[src/rtl/mod_updown_counter.sv]
// Modulo up/down counter with load, wrap/saturate boundary handling,
// per-direction terminal-count pulses and a sticky overflow flag.
// The counter value always stays within 0..MAX_COUNT.
module mod_updown_counter #(
    parameter int WIDTH     = 4,
    parameter int MAX_COUNT = 2**WIDTH - 1
) (
    input  logic             clk,
    input  logic             reset,
    input  logic             en,
    input  logic [1:0]       up_dwn,
    input  logic             sat,
    input  logic [WIDTH-1:0] load_val,
    input  logic             ovf_clr,
    output logic [WIDTH-1:0] count,
    output logic             up_tc,
    output logic             dn_tc,
    output logic             ovf
);

    localparam logic [WIDTH-1:0] MAX_VAL = WIDTH'(MAX_COUNT);

    localparam logic [1:0] OP_HOLD = 2'b00;
    localparam logic [1:0] OP_UP   = 2'b01;
    localparam logic [1:0] OP_DOWN = 2'b10;
    localparam logic [1:0] OP_LOAD = 2'b11;

    logic [WIDTH-1:0] count_reg, count_next;
    logic             up_tc_reg, up_tc_next;
    logic             dn_tc_reg, dn_tc_next;
    logic             ovf_reg,   ovf_next;

    // Next-state: operation decode, boundary detection and sticky flag update.
    always_comb begin
        count_next = count_reg;
        up_tc_next = 1'b0;
        dn_tc_next = 1'b0;
        ovf_next   = ovf_reg;

        if (en) begin
            case (up_dwn)
                OP_UP: begin
                    if (count_reg == MAX_VAL) begin
                        // Up-boundary: wrap to zero or pin at the top.
                        up_tc_next = 1'b1;
                        count_next = sat ? MAX_VAL : '0;
                    end else begin
                        count_next = count_reg + 1'b1;
                    end
                end
                OP_DOWN: begin
                    if (count_reg == '0) begin
                        // Down-boundary: wrap to the top or pin at zero.
                        dn_tc_next = 1'b1;
                        count_next = sat ? '0 : MAX_VAL;
                    end else begin
                        count_next = count_reg - 1'b1;
                    end
                end
                OP_LOAD: begin
                    // Out-of-range load values clamp so count never leaves 0..MAX.
                    count_next = (load_val > MAX_VAL) ? MAX_VAL : load_val;
                end
                OP_HOLD: begin
                    count_next = count_reg;
                end
                default: begin
                    count_next = count_reg;
                end
            endcase
        end

        // Clear works regardless of en; a same-cycle boundary event overrides it.
        if (ovf_clr) begin
            ovf_next = 1'b0;
        end
        if (up_tc_next || dn_tc_next) begin
            ovf_next = 1'b1;
        end
    end

    // State register with synchronous reset taking priority over everything.
    always_ff @(posedge clk) begin
        if (reset) begin
            count_reg <= '0;
            up_tc_reg <= 1'b0;
            dn_tc_reg <= 1'b0;
            ovf_reg   <= 1'b0;
        end else begin
            count_reg <= count_next;
            up_tc_reg <= up_tc_next;
            dn_tc_reg <= dn_tc_next;
            ovf_reg   <= ovf_next;
        end
    end

    assign count = count_reg;
    assign up_tc = up_tc_reg;
    assign dn_tc = dn_tc_reg;
    assign ovf   = ovf_reg;

endmodule

[config.mk]
export PLATFORM = sky130hd
export DESIGN_NAME = mod_updown_counter
export DESIGN_NICKNAME = d
export VERILOG_FILES = /design/src/rtl/mod_updown_counter.sv
export SDC_FILE = /design/constraint.sdc
export NUM_CORES = 1
export LEC_CHECK = 0
export CAP_MARGIN = 10
export CORE_MARGIN = 2
export CORE_UTILIZATION = 44
export CTS_CLUSTER_DIAMETER = 150
export DETAILED_ROUTE_END_ITERATION = 6
export GPL_ROUTABILITY_DRIVEN = 0
export PLACE_DENSITY_LB_ADDON = 0.25
export SKIP_CTS_REPAIR_TIMING = 1
export SYNTH_ARGS = -nofsm -noshare
export SYNTH_HDL_FRONTEND = slang
export SYNTH_SLANG_ARGS = --single-unit
[constraint.sdc]
create_clock -name clk -period 2.1 [get_ports clk]
set_input_delay 0.525 -clock clk [delete_from_list [all_inputs] [get_ports clk]]
set_output_delay 0.525 -clock clk [all_outputs]
set_load 0.005 [all_outputs]
==> impl_metrics.env, run 1 <==
export IMPL_outcome="completed"
export IMPL_startpoint_type="flip-flop"
export IMPL_p_int_uw=289
export IMPL_via_per_inst=5.68
export IMPL_clock_fmax_mhz=533
export IMPL_first_iter_violations=30
export IMPL_synth_top_cell_by_area="dfxtp_1"
export IMPL_synth_avg_cell_area_sq_um=8.47
export IMPL_slew_headroom_pct=77.1
export IMPL_cp_slowest_stage_delay_ps=570
export IMPL_drc=0
export IMPL_syn_inst=69
export IMPL_cts_buffers=3
export IMPL_ys_ff_latch=7
export IMPL_clkTransAtPathRegs_ps=60
export IMPL_wire_per_inst_um=13.3
export IMPL_synth_top_cell_area_share_pct=24.0
export IMPL_num_rows=13
export IMPL_antenna_found_initial=0
export IMPL_dp_hpwl_mm=1.09
export IMPL_crit_required_ps=1570
export IMPL_clkLatencyLatePin_ps=260
export IMPL_coreArea_sq_um=1270
export IMPL_die_x_um=40.4
export IMPL_drv_cap=0
export IMPL_dp_slack_ps=109
export IMPL_syn2layout_area_growth_pct=34.7
export IMPL_final_setup_tns_ps=0
export IMPL_crit_family="buffers and inverters"
export IMPL_final_core_util_pct=62.0
export IMPL_synth_area_sq_um=584
export IMPL_ant_nets=0
export IMPL_diodes=0
export IMPL_clock_skew_ps=6.83
export IMPL_nFillCells=119
export IMPL_synth_edff_count=0
export IMPL_synth_seq_area_share_pct=24.0
export IMPL_p_seq_share_pct=36.0
export IMPL_grt_max_degree=13
export IMPL_ys_flop_type="dfxtp_1"
export IMPL_totalWireLength_mm=1.39
export IMPL_start_util_pct=46.1
export IMPL_cp_arrival_ps=1350
export IMPL_clockBufferDepth=2
export IMPL_hold_path_class="reg2reg"
export IMPL_path_cells="clkdlybuf4s50_1"
export IMPL_overflow=0
export IMPL_drive_above_1_share_pct=16.9
export IMPL_vdd_drop_max_uv=270
export IMPL_endpoint_kind="output pin"
export IMPL_ios=18
export IMPL_cts_root_buf="clkbuf_4"
export IMPL_reg2reg_depth=6
export IMPL_slew_violations=0
export IMPL_die_area_sq_um=1640
export IMPL_crit_buf_inv=1
export IMPL_pwr_share_comb_pct=33.6
export IMPL_path_depth=1
export IMPL_p_leak_uw=0.000297
export IMPL_criticalPathCategory="reg2out"
export IMPL_worstMarginPinSlew_ps=343
export IMPL_grt_first_pass_wirelength_mm=2.20
export IMPL_setup_viol=0
export IMPL_grt_pass1_vias=504
export IMPL_globalRouteTotalUtil_pct=20.6
export IMPL_largest_reg_flops=4
export IMPL_cp_max_fo=10
export IMPL_sw_frac_of_total_pct=32.2
export IMPL_holdPathStages=2
export IMPL_fp_dieH_um=40.4
export IMPL_layout_setup_ws_ps=224
export IMPL_finalCritPeriodShare_pct=89.3
export IMPL_slowest_stage="clkdlybuf4s50_1"
export IMPL_switching_power_uw=137
export IMPL_synth_fp_nets=83
export IMPL_yosysWarnings=0
export IMPL_clockPowerShare_pct=30.4
export IMPL_hold_viol=0
export IMPL_cts_sinks=7
export IMPL_period_needed_ps=1880
export IMPL_num_vias=591
export IMPL_nets=104
export IMPL_async_flop_share_pct=0
export IMPL_synthTopCellsByArea="dfxtp_1 24%, ha_1 6.4%, buf_6 5.8%"
export IMPL_p_per_area_nw_per_um2=541
export IMPL_cts_tree="built"
export IMPL_drt_first_pass_iters=4
export IMPL_ctsHtreeMaxLevel=1
export IMPL_io_buffers=17
export IMPL_synth_cell_types=37
export IMPL_rsz0062_at_grt="false"
-- synthesized netlist by cell type, types with 2 or more instances --
master	instances
ha_1	3
a211oi_1	2
inv_1	3
o21bai_1	2
nand2_1	8
nand3_1	3
nor2_1	6
dfxtp_1	7
a21oi_1	3
nand2b_1	2
a31oi_1	2
buf_6	3
-- layout by cell type (no fill, tap or decap), drive strengths merged --
master,count
a2111oi,1
a211oi,2
a21o,1
a21oi,4
a221oi,1
a311o,1
a311oi,1
a31o,1
a31oi,3
and3,1
buf,4
clkbuf,4
clkdlybuf4s50,17
dfxtp,7
ha,3
inv,3
mux2i,1
nand2,8
nand2b,2
nand3,4
nand4,1
nand4b,1
nor2,6
nor2b,1
nor3b,1
o21a,1
o21ai,2
o21bai,2
o311a,1
o31ai,1
o32ai,1
or3,1
or3b,1
-- through the flow --
step                      hold WS [ps]  std cells  cell area (sq um)  power (uW)
final                              523        104                787         426
after global routing               552        104                787         451
after CTS                          531        104                787         429
after detailed placement           523        100                761         298
after global placement             513        100                761         296
after floorplan                    515         69                584         245
-- final cells by class --
class	instances	area [sq um]	area share, %
multi-input cells	54	390	49.6
flip-flops and latches	7	140	17.8
inverters	3	11.3	1.43
clock buffers	4	26.3	3.34
repair buffers	21	200	25.4
well taps	15	18.8	2.38
-- metal layers --
metal | GRT usage, % | vias up | wire length (um)
li1 | - | 298 | -
met1 | 27.0 | 272 | 660
met2 | 31.7 | 17 | 659
met3 | 3.33 | 4 | 47
met4 | 10.8 | 0 | 21
met5 | 0 | - | 0
-- path summary, 6_finish.rpt --
| kind | to | from | slack (ps) |
|---|---|---|---|
| worst max-delay path | count[2] | count[2] | 220 |
| worst min register to register | ovf | ovf | 520 |
| worst max register to register | count[2] | count[0] | 320 |
| worst min-delay path | ovf | ovf | 520 |
-- power groups by stage --
stage	Sequential (uW)	Clock (uW)	Combinational, uW
after floorplan	156	0	89.2
after detailed placement	156	0	142
after CTS	153	134	143
after global routing	155	141	156
after global placement	156	0	140
final	153	129	143
-- logic make-up (layout without fill, tap and decap cells) --
logic type	after synthesis	after routing	share of synthesized area, %
simple gates	27	27	27.0
compound gates	23	23	31.7
buf+inv	8	28	9.21
flops	7	7	24.0
fa+ha+maj	3	3	6.42
mux	1	1	1.71
No activity file was read; power rests on OpenSTA's default activity.
==> inputs of run 2 (changes only) <==
--- a/config.mk
+++ b/config.mk
@@ -6,13 +6,14 @@
 export NUM_CORES = 1
 export LEC_CHECK = 0
 export CAP_MARGIN = 10
-export CORE_MARGIN = 2
-export CORE_UTILIZATION = 44
+export CORE_AREA = 2 2 39 41
 export CTS_CLUSTER_DIAMETER = 150
 export DETAILED_ROUTE_END_ITERATION = 6
+export DIE_AREA = 0 0 41 43
 export GPL_ROUTABILITY_DRIVEN = 0
 export PLACE_DENSITY_LB_ADDON = 0.25
 export SKIP_CTS_REPAIR_TIMING = 1
+export SLEW_MARGIN = 20
 export SYNTH_ARGS = -nofsm -noshare
 export SYNTH_HDL_FRONTEND = slang
 export SYNTH_SLANG_ARGS = --single-unit
==> constraint.sdc (replaced) <==
create_clock -name clk -period 2.4 [get_ports clk]
set_input_delay 0.6 -clock clk [delete_from_list [all_inputs] [get_ports clk]]
set_output_delay 0.6 -clock clk [all_outputs]
set_load 0.005 [all_outputs]
==> impl_metrics.env, run 2 (same netlist as run 1, synthesis figures left out) <==
export IMPL_outcome="completed"
export IMPL_min_from="ovf"
export IMPL_finalCritPeriodShare_pct=87.7
export IMPL_ctsHtreeMaxLevel=1
export IMPL_clkTransAtPathRegs_ps=50
export IMPL_start_util_pct=42.2
export IMPL_syn2layout_area_growth_pct=29.8
export IMPL_slowest_stage="dfxtp_1"
export IMPL_drv_cap=0
export IMPL_setup_viol=0
export IMPL_clockBufferDepth=2
export IMPL_globalRouteTotalUtil_pct=17.7
export IMPL_via_per_inst=5.68
export IMPL_rrSetupSlack_ps=650
export IMPL_nets=100
export IMPL_dp_hpwl_um=972
export IMPL_clkLatencyLatePin_ps=240
export IMPL_cp_max_fo=15
export IMPL_grt_pass1_vias=495
export IMPL_drc=0
export IMPL_io_buffers=17
export IMPL_antenna_found_initial=0
export IMPL_cp_arrival_ps=1500
export IMPL_stdcell_area_sq_um=758
export IMPL_layout_common_cells="17 x clkdlybuf4s50_1, 8 x nand2_1, 7 x dfxtp_1, 6 x nor2_1"
export IMPL_layout_setup_ws_ps=295
export IMPL_pwr_share_comb_pct=29.8
export IMPL_switching_power_uw=110
export IMPL_holdPathStages=2
export IMPL_holdPathEnd="ovf"
export IMPL_clock_fmax_mhz=475
export IMPL_overflow=0
export IMPL_endpoint_kind="output pin"
export IMPL_ios=18
export IMPL_num_vias=574
export IMPL_clock_skew_ps=2.42
export IMPL_num_rows=14
export IMPL_worstMarginPinSlew_ps=545
export IMPL_fp_dieH_um=43
export IMPL_path_cells="clkdlybuf4s50_1"
export IMPL_r2r_start="count[0]"
export IMPL_p_seq_share_pct=40.7
export IMPL_first_iter_violations=15
export IMPL_ant_nets=0
export IMPL_grt_max_degree=16
export IMPL_dpl_cell_area_sq_um=732
export IMPL_crit_buf_inv=1
export IMPL_cts_buffers=3
export IMPL_crit_family="flip-flops"
export IMPL_vdd_drop_max_uv=231
export IMPL_totalWireLength_mm=1.26
export IMPL_reg2reg_depth=6
export IMPL_drt_first_pass_iters=4
export IMPL_die_x_um=41
export IMPL_wire_per_inst_um=12.4
export IMPL_power_uw=356
export IMPL_cp_slowest_stage_delay_ps=660
export IMPL_slew_violations=0
export IMPL_cts_tree="built"
export IMPL_drive_above_1_share_pct=12.9
export IMPL_rsz0062_at_grt="false"
export IMPL_criticalPathCategory="reg2out"
export IMPL_largest_reg_flops=4
export IMPL_cts_root_buf="clkbuf_4"
export IMPL_grt_first_pass_wirelength_mm=2.24
export IMPL_coreArea_sq_um=1380
export IMPL_p_leak_uw=0.000277
export IMPL_period_needed_ps=2100
export IMPL_p_per_area_nw_per_um2=469
export IMPL_final_setup_tns_ps=0
export IMPL_crit_required_ps=1800
export IMPL_die_area_sq_um=1760
export IMPL_reg2reg_to="count[2]"
export IMPL_hold_viol=0
export IMPL_final_common_cell="clkdlybuf4s50_1"
export IMPL_startpoint_type="flip-flop"
export IMPL_dp_slack_ps=229
export IMPL_clockPowerShare_pct=29.5
export IMPL_hold_path_class="reg2reg"
export IMPL_sw_frac_of_total_pct=31.0
export IMPL_p_int_uw=245
export IMPL_cts_sinks=7
export IMPL_slew_headroom_pct=63.6
export IMPL_final_core_util_pct=54.8
export IMPL_diodes=0
## run 2: stage by stage
stage	hold WS [ps]	std cells
2_1_floorplan	515	69
3_3_place_gp	515	97
3_5_place_dp	508	97
4_1_cts	527	101
5_1_grt	549	101
6_report	523	101
## run 2: how the worst max path moves through the flow
| stage | start | endpoint | slack, ps | cells after the start |
|---|---|---|---|---|
| 6_report | count[2] | count[2] | 300 | 1 |
| 4_1_cts | count[2] | count[2] | 290 | 1 |
| 5_1_grt | count[2] | count[2] | 220 | 1 |
| 3_5_place_dp | up_dwn[1] | count[3] | 230 | 5 |
| 3_3_place_gp | up_dwn[1] | count[3] | 230 | 5 |
| 2_1_floorplan | count[0] | count[0] | 860 | 6 |
## run 2: area by class of cell
type                            count  area, sq um
Clock buffer                        4         26.3
Fill cell                         132          626
Inverter                            3         11.3
Multi-Input combinational cell     54          390
Sequential cell                     7          140
Tap cell                           16         20.0
Timing Repair Buffer               17          170
## run 2: routing by layer
| layer | share of wire [%] | global-route usage (%) |
|---|---|---|
| met1 | 45 | 27.1 |
| met4 | 1.3 | 6.00 |
| met2 | 48 | 24.7 |
| met5 | 0 | 0 |
| met3 | 6.3 | 2.09 |
## run 2: power groups by stage
| stage | combinational (uW) | sequential [uW] | clock, uW |
|---|---|---|---|
| finish | 106 | 145 | 105 |
| global route | 119 | 147 | 117 |
| CTS | 106 | 145 | 106 |
| detailed placement | 105 | 147 | 0 |
| global placement | 105 | 147 | 0 |
| floorplan | 78.0 | 136 | 0 |
==> edit, RTL diff (settings of run 1) <==
Set the parameter `WIDTH` to 5 (it was 4).
--- a/src/rtl/mod_updown_counter.sv
+++ b/src/rtl/mod_updown_counter.sv
@@ -3,5 +3,5 @@
 // The counter value always stays within 0..MAX_COUNT.
 module mod_updown_counter #(
-    parameter int WIDTH     = 4,
+    parameter int WIDTH     = 5,
     parameter int MAX_COUNT = 2**WIDTH - 1
 ) (
Ports: changed (resized count and load_val); port bits go from 18 to 20. The function was not compared with the original's and may differ.
==> edit against run 1 <==
  * Setup slack got worse by 0.0041 ns
  * First-iteration DRC count shrank 50%
  * Sequential cell count is 1 higher
  * Clock skew is 0.0041 ns lower
  * Power up 5.3%
  * Wire length rose by 18%
  * Non-clock buffer count up 5
  * Cell count is 15% higher
  * Critical path depth stayed put
  * Register-to-register slack worse by 0.07 ns
  * Worst hold slack gained 0.086 ns
  * Design area rose by 13%
  * Synthesized area increased by 8.1%
  * Critical endpoint unchanged
  * Largest cell class unchanged
  * Highest routed layer unchanged
==> edit: results (changes against run 1) <==
| Metric | Value |
|---|---|
| Hold depth | 3 (+1) |
| First-pass GRT wire length | 2670 um (+21%) |
| Clk slew on worst S/H paths | 0.06 ns (about the same) |
| R2R Path Start | count[0]$_SDFFE_PP0P_ |
| Drt initial violations | 15 (-50%) |
| Worst reg2reg endpoint | count[0]$_SDFFE_PP0P_ |
| DP Wirelength | 1277 um (+17%) |
| Clk_skew | 0.002768 ns (-0.004063 ns) |
| Leak | 0.3563 nW (+20%) |
| Max VDD drop | 0.3077 mV (+14%) |
| Vias in the first global route | 610 (+21%) |
| TritonCTS Buffers | 3 (unchanged) |
| Mapped Cells | 81 (+17%) |
| H-Tree Depth | 1 (unchanged) |
| Placed cells | 117 (+17%) |
| Sequential share of the synthesized area | 25.35% (+1.4 points) |
| Crit-path max cell delay | 0.57 ns (about the same) |
| Syn nets | 96 (+16%) |
| Clock root buffer | clkbuf_4 |
| Crit Path Max Fanout | 12 (+2) |
| Final WS setup | 0.2203 ns (-0.004082 ns) |
| R2r setup slk | 0.25 ns (-0.07 ns) |
| Proportion of layout cells with a drive suffix above 1 | 14.29% (-2.6 points) |
| Slew @ Worst Pin | 0.4051 ns (+0.06189 ns) |
| Slowest CP cell | clkdlybuf4s50_1 |
| Antenna cells | 0 (unchanged) |
| Routed length per instance | 13.59 um (+1.8%) |
| Dpl ws | 0.06185 ns (-0.04760 ns) |
| Top cells by area, synth | dfxtp_1 (25%), nand2b_1 (6.9%), ha_1 (5.9%), nor2_1 (5.3%), a21oi_1 (4.0%) |
| Antenna violations before repair | 0 (unchanged) |
| Tot GR Track Use | 19.62% (-0.95 points) |
| Yosys warning count | 0 (unchanged) |
| Max reg flops | 5 (+1) |
| Status | finished, final reports clean |
| WL final | 1631 um (+18%) |
| Clock tree buffer depth | 2 (unchanged) |
| Int Pwr | 0.3131 mW (+8.5%) |
| Vias per inst | 5.650 (-0.58%) |
| PortBufs | 19 (+2) |
| Pin count of the biggest net entering global routing | 14 (+1) |
| First-pass DRT Iterations | 4 (unchanged) |
| Ys flop type | dfxtp_1 |
| Cells on worst reg2reg path | 7 (+1) |
| Commonest cells in the netlist | nor2_1 (9), dfxtp_1 (8), nand2b_1 (7) |
| Critical Path End | count[2] |
| Worst Setup SP | count[2]$_SDFFE_PP0P_ |
| Post-synthesis cell type count | 34 (-8.1%) |
-- edit: cell types whose count changed in the layout (fill, tap and decap cells not counted), sizes merged, moves of 2 or more --
cell / run 1 / this run
nand2b: 2 / 7
buf: 4 / 7
nand2: 8 / 5
nor2: 6 / 9
o21ai: 2 / 5
a311oi: 1 / 3
clkdlybuf4s50: 17 / 19
nand3: 4 / 2
nor2b: 1 / 3
o211ai: 0 / 2
-- edit: worst min path at each step --
stage / from / to / slack, ns
after floorplan: count[0]$_SDFFE_PP0P_ / count[0]$_SDFFE_PP0P_ / 0.54
after global placement: ovf$_SDFFE_PP0P_ / ovf$_SDFFE_PP0P_ / 0.57
after detailed placement: ovf$_SDFFE_PP0P_ / ovf$_SDFFE_PP0P_ / 0.59
after CTS: ovf$_SDFFE_PP0P_ / ovf$_SDFFE_PP0P_ / 0.61
after global routing: ovf$_SDFFE_PP0P_ / ovf$_SDFFE_PP0P_ / 0.66
final: ovf$_SDFFE_PP0P_ / ovf$_SDFFE_PP0P_ / 0.61
-- edit: layout make-up --
cell class / count / area [um^2]
well taps: 15 / 18.77
inverters: 2 / 7.507
fillers: 114 / 429.2
flip-flops and latches: 8 / 160.2
clock buffers: 3 / 22.52
multi-input cells: 66 / 436.7
repair buffers: 26 / 242.7
-- edit: layer usage --
layer / share of wire (%) / track usage, % / vias up
li1: - / - / 342
met1: 46 / 23.94 / 309
met2: 47 / 33.13 / 23
met3: 4.4 / 3.043 / 4
met4: 2.0 / 9.677 / 0
met5: 0 / 0 / -
-- edit: kinds of logic (layout without fill, tap and decap cells) --
kind of cell,count (synthesis),count (layout),share of synthesized area [%]
flops,8,8,25.35
mux,2,2,3.366
fa+ha+maj,3,3,5.941
simple gates,33,33,28.71
buf+inv,7,31,5.544
compound gates,26,26,28.31
xor+xnor,2,2,2.773
-- edit: power by group through the flow --
stage	combinational, mW	clock, mW	sequential [mW]
2_1_floorplan	0.0911	0	0.174
4_1_cts	0.152	0.120	0.175
6_report	0.152	0.121	0.175
3_3_place_gp	0.148	0	0.177
5_1_grt	0.166	0.126	0.177
3_5_place_dp	0.151	0	0.178
-- edit: through the flow --
stage,cell area (um^2),power (mW)
floorplan,631.9,0.2648
global placement,865.8,0.3255
detailed placement,865.8,0.3296
CTS,888.4,0.4469
global route,888.4,0.4697
finish,888.4,0.4485
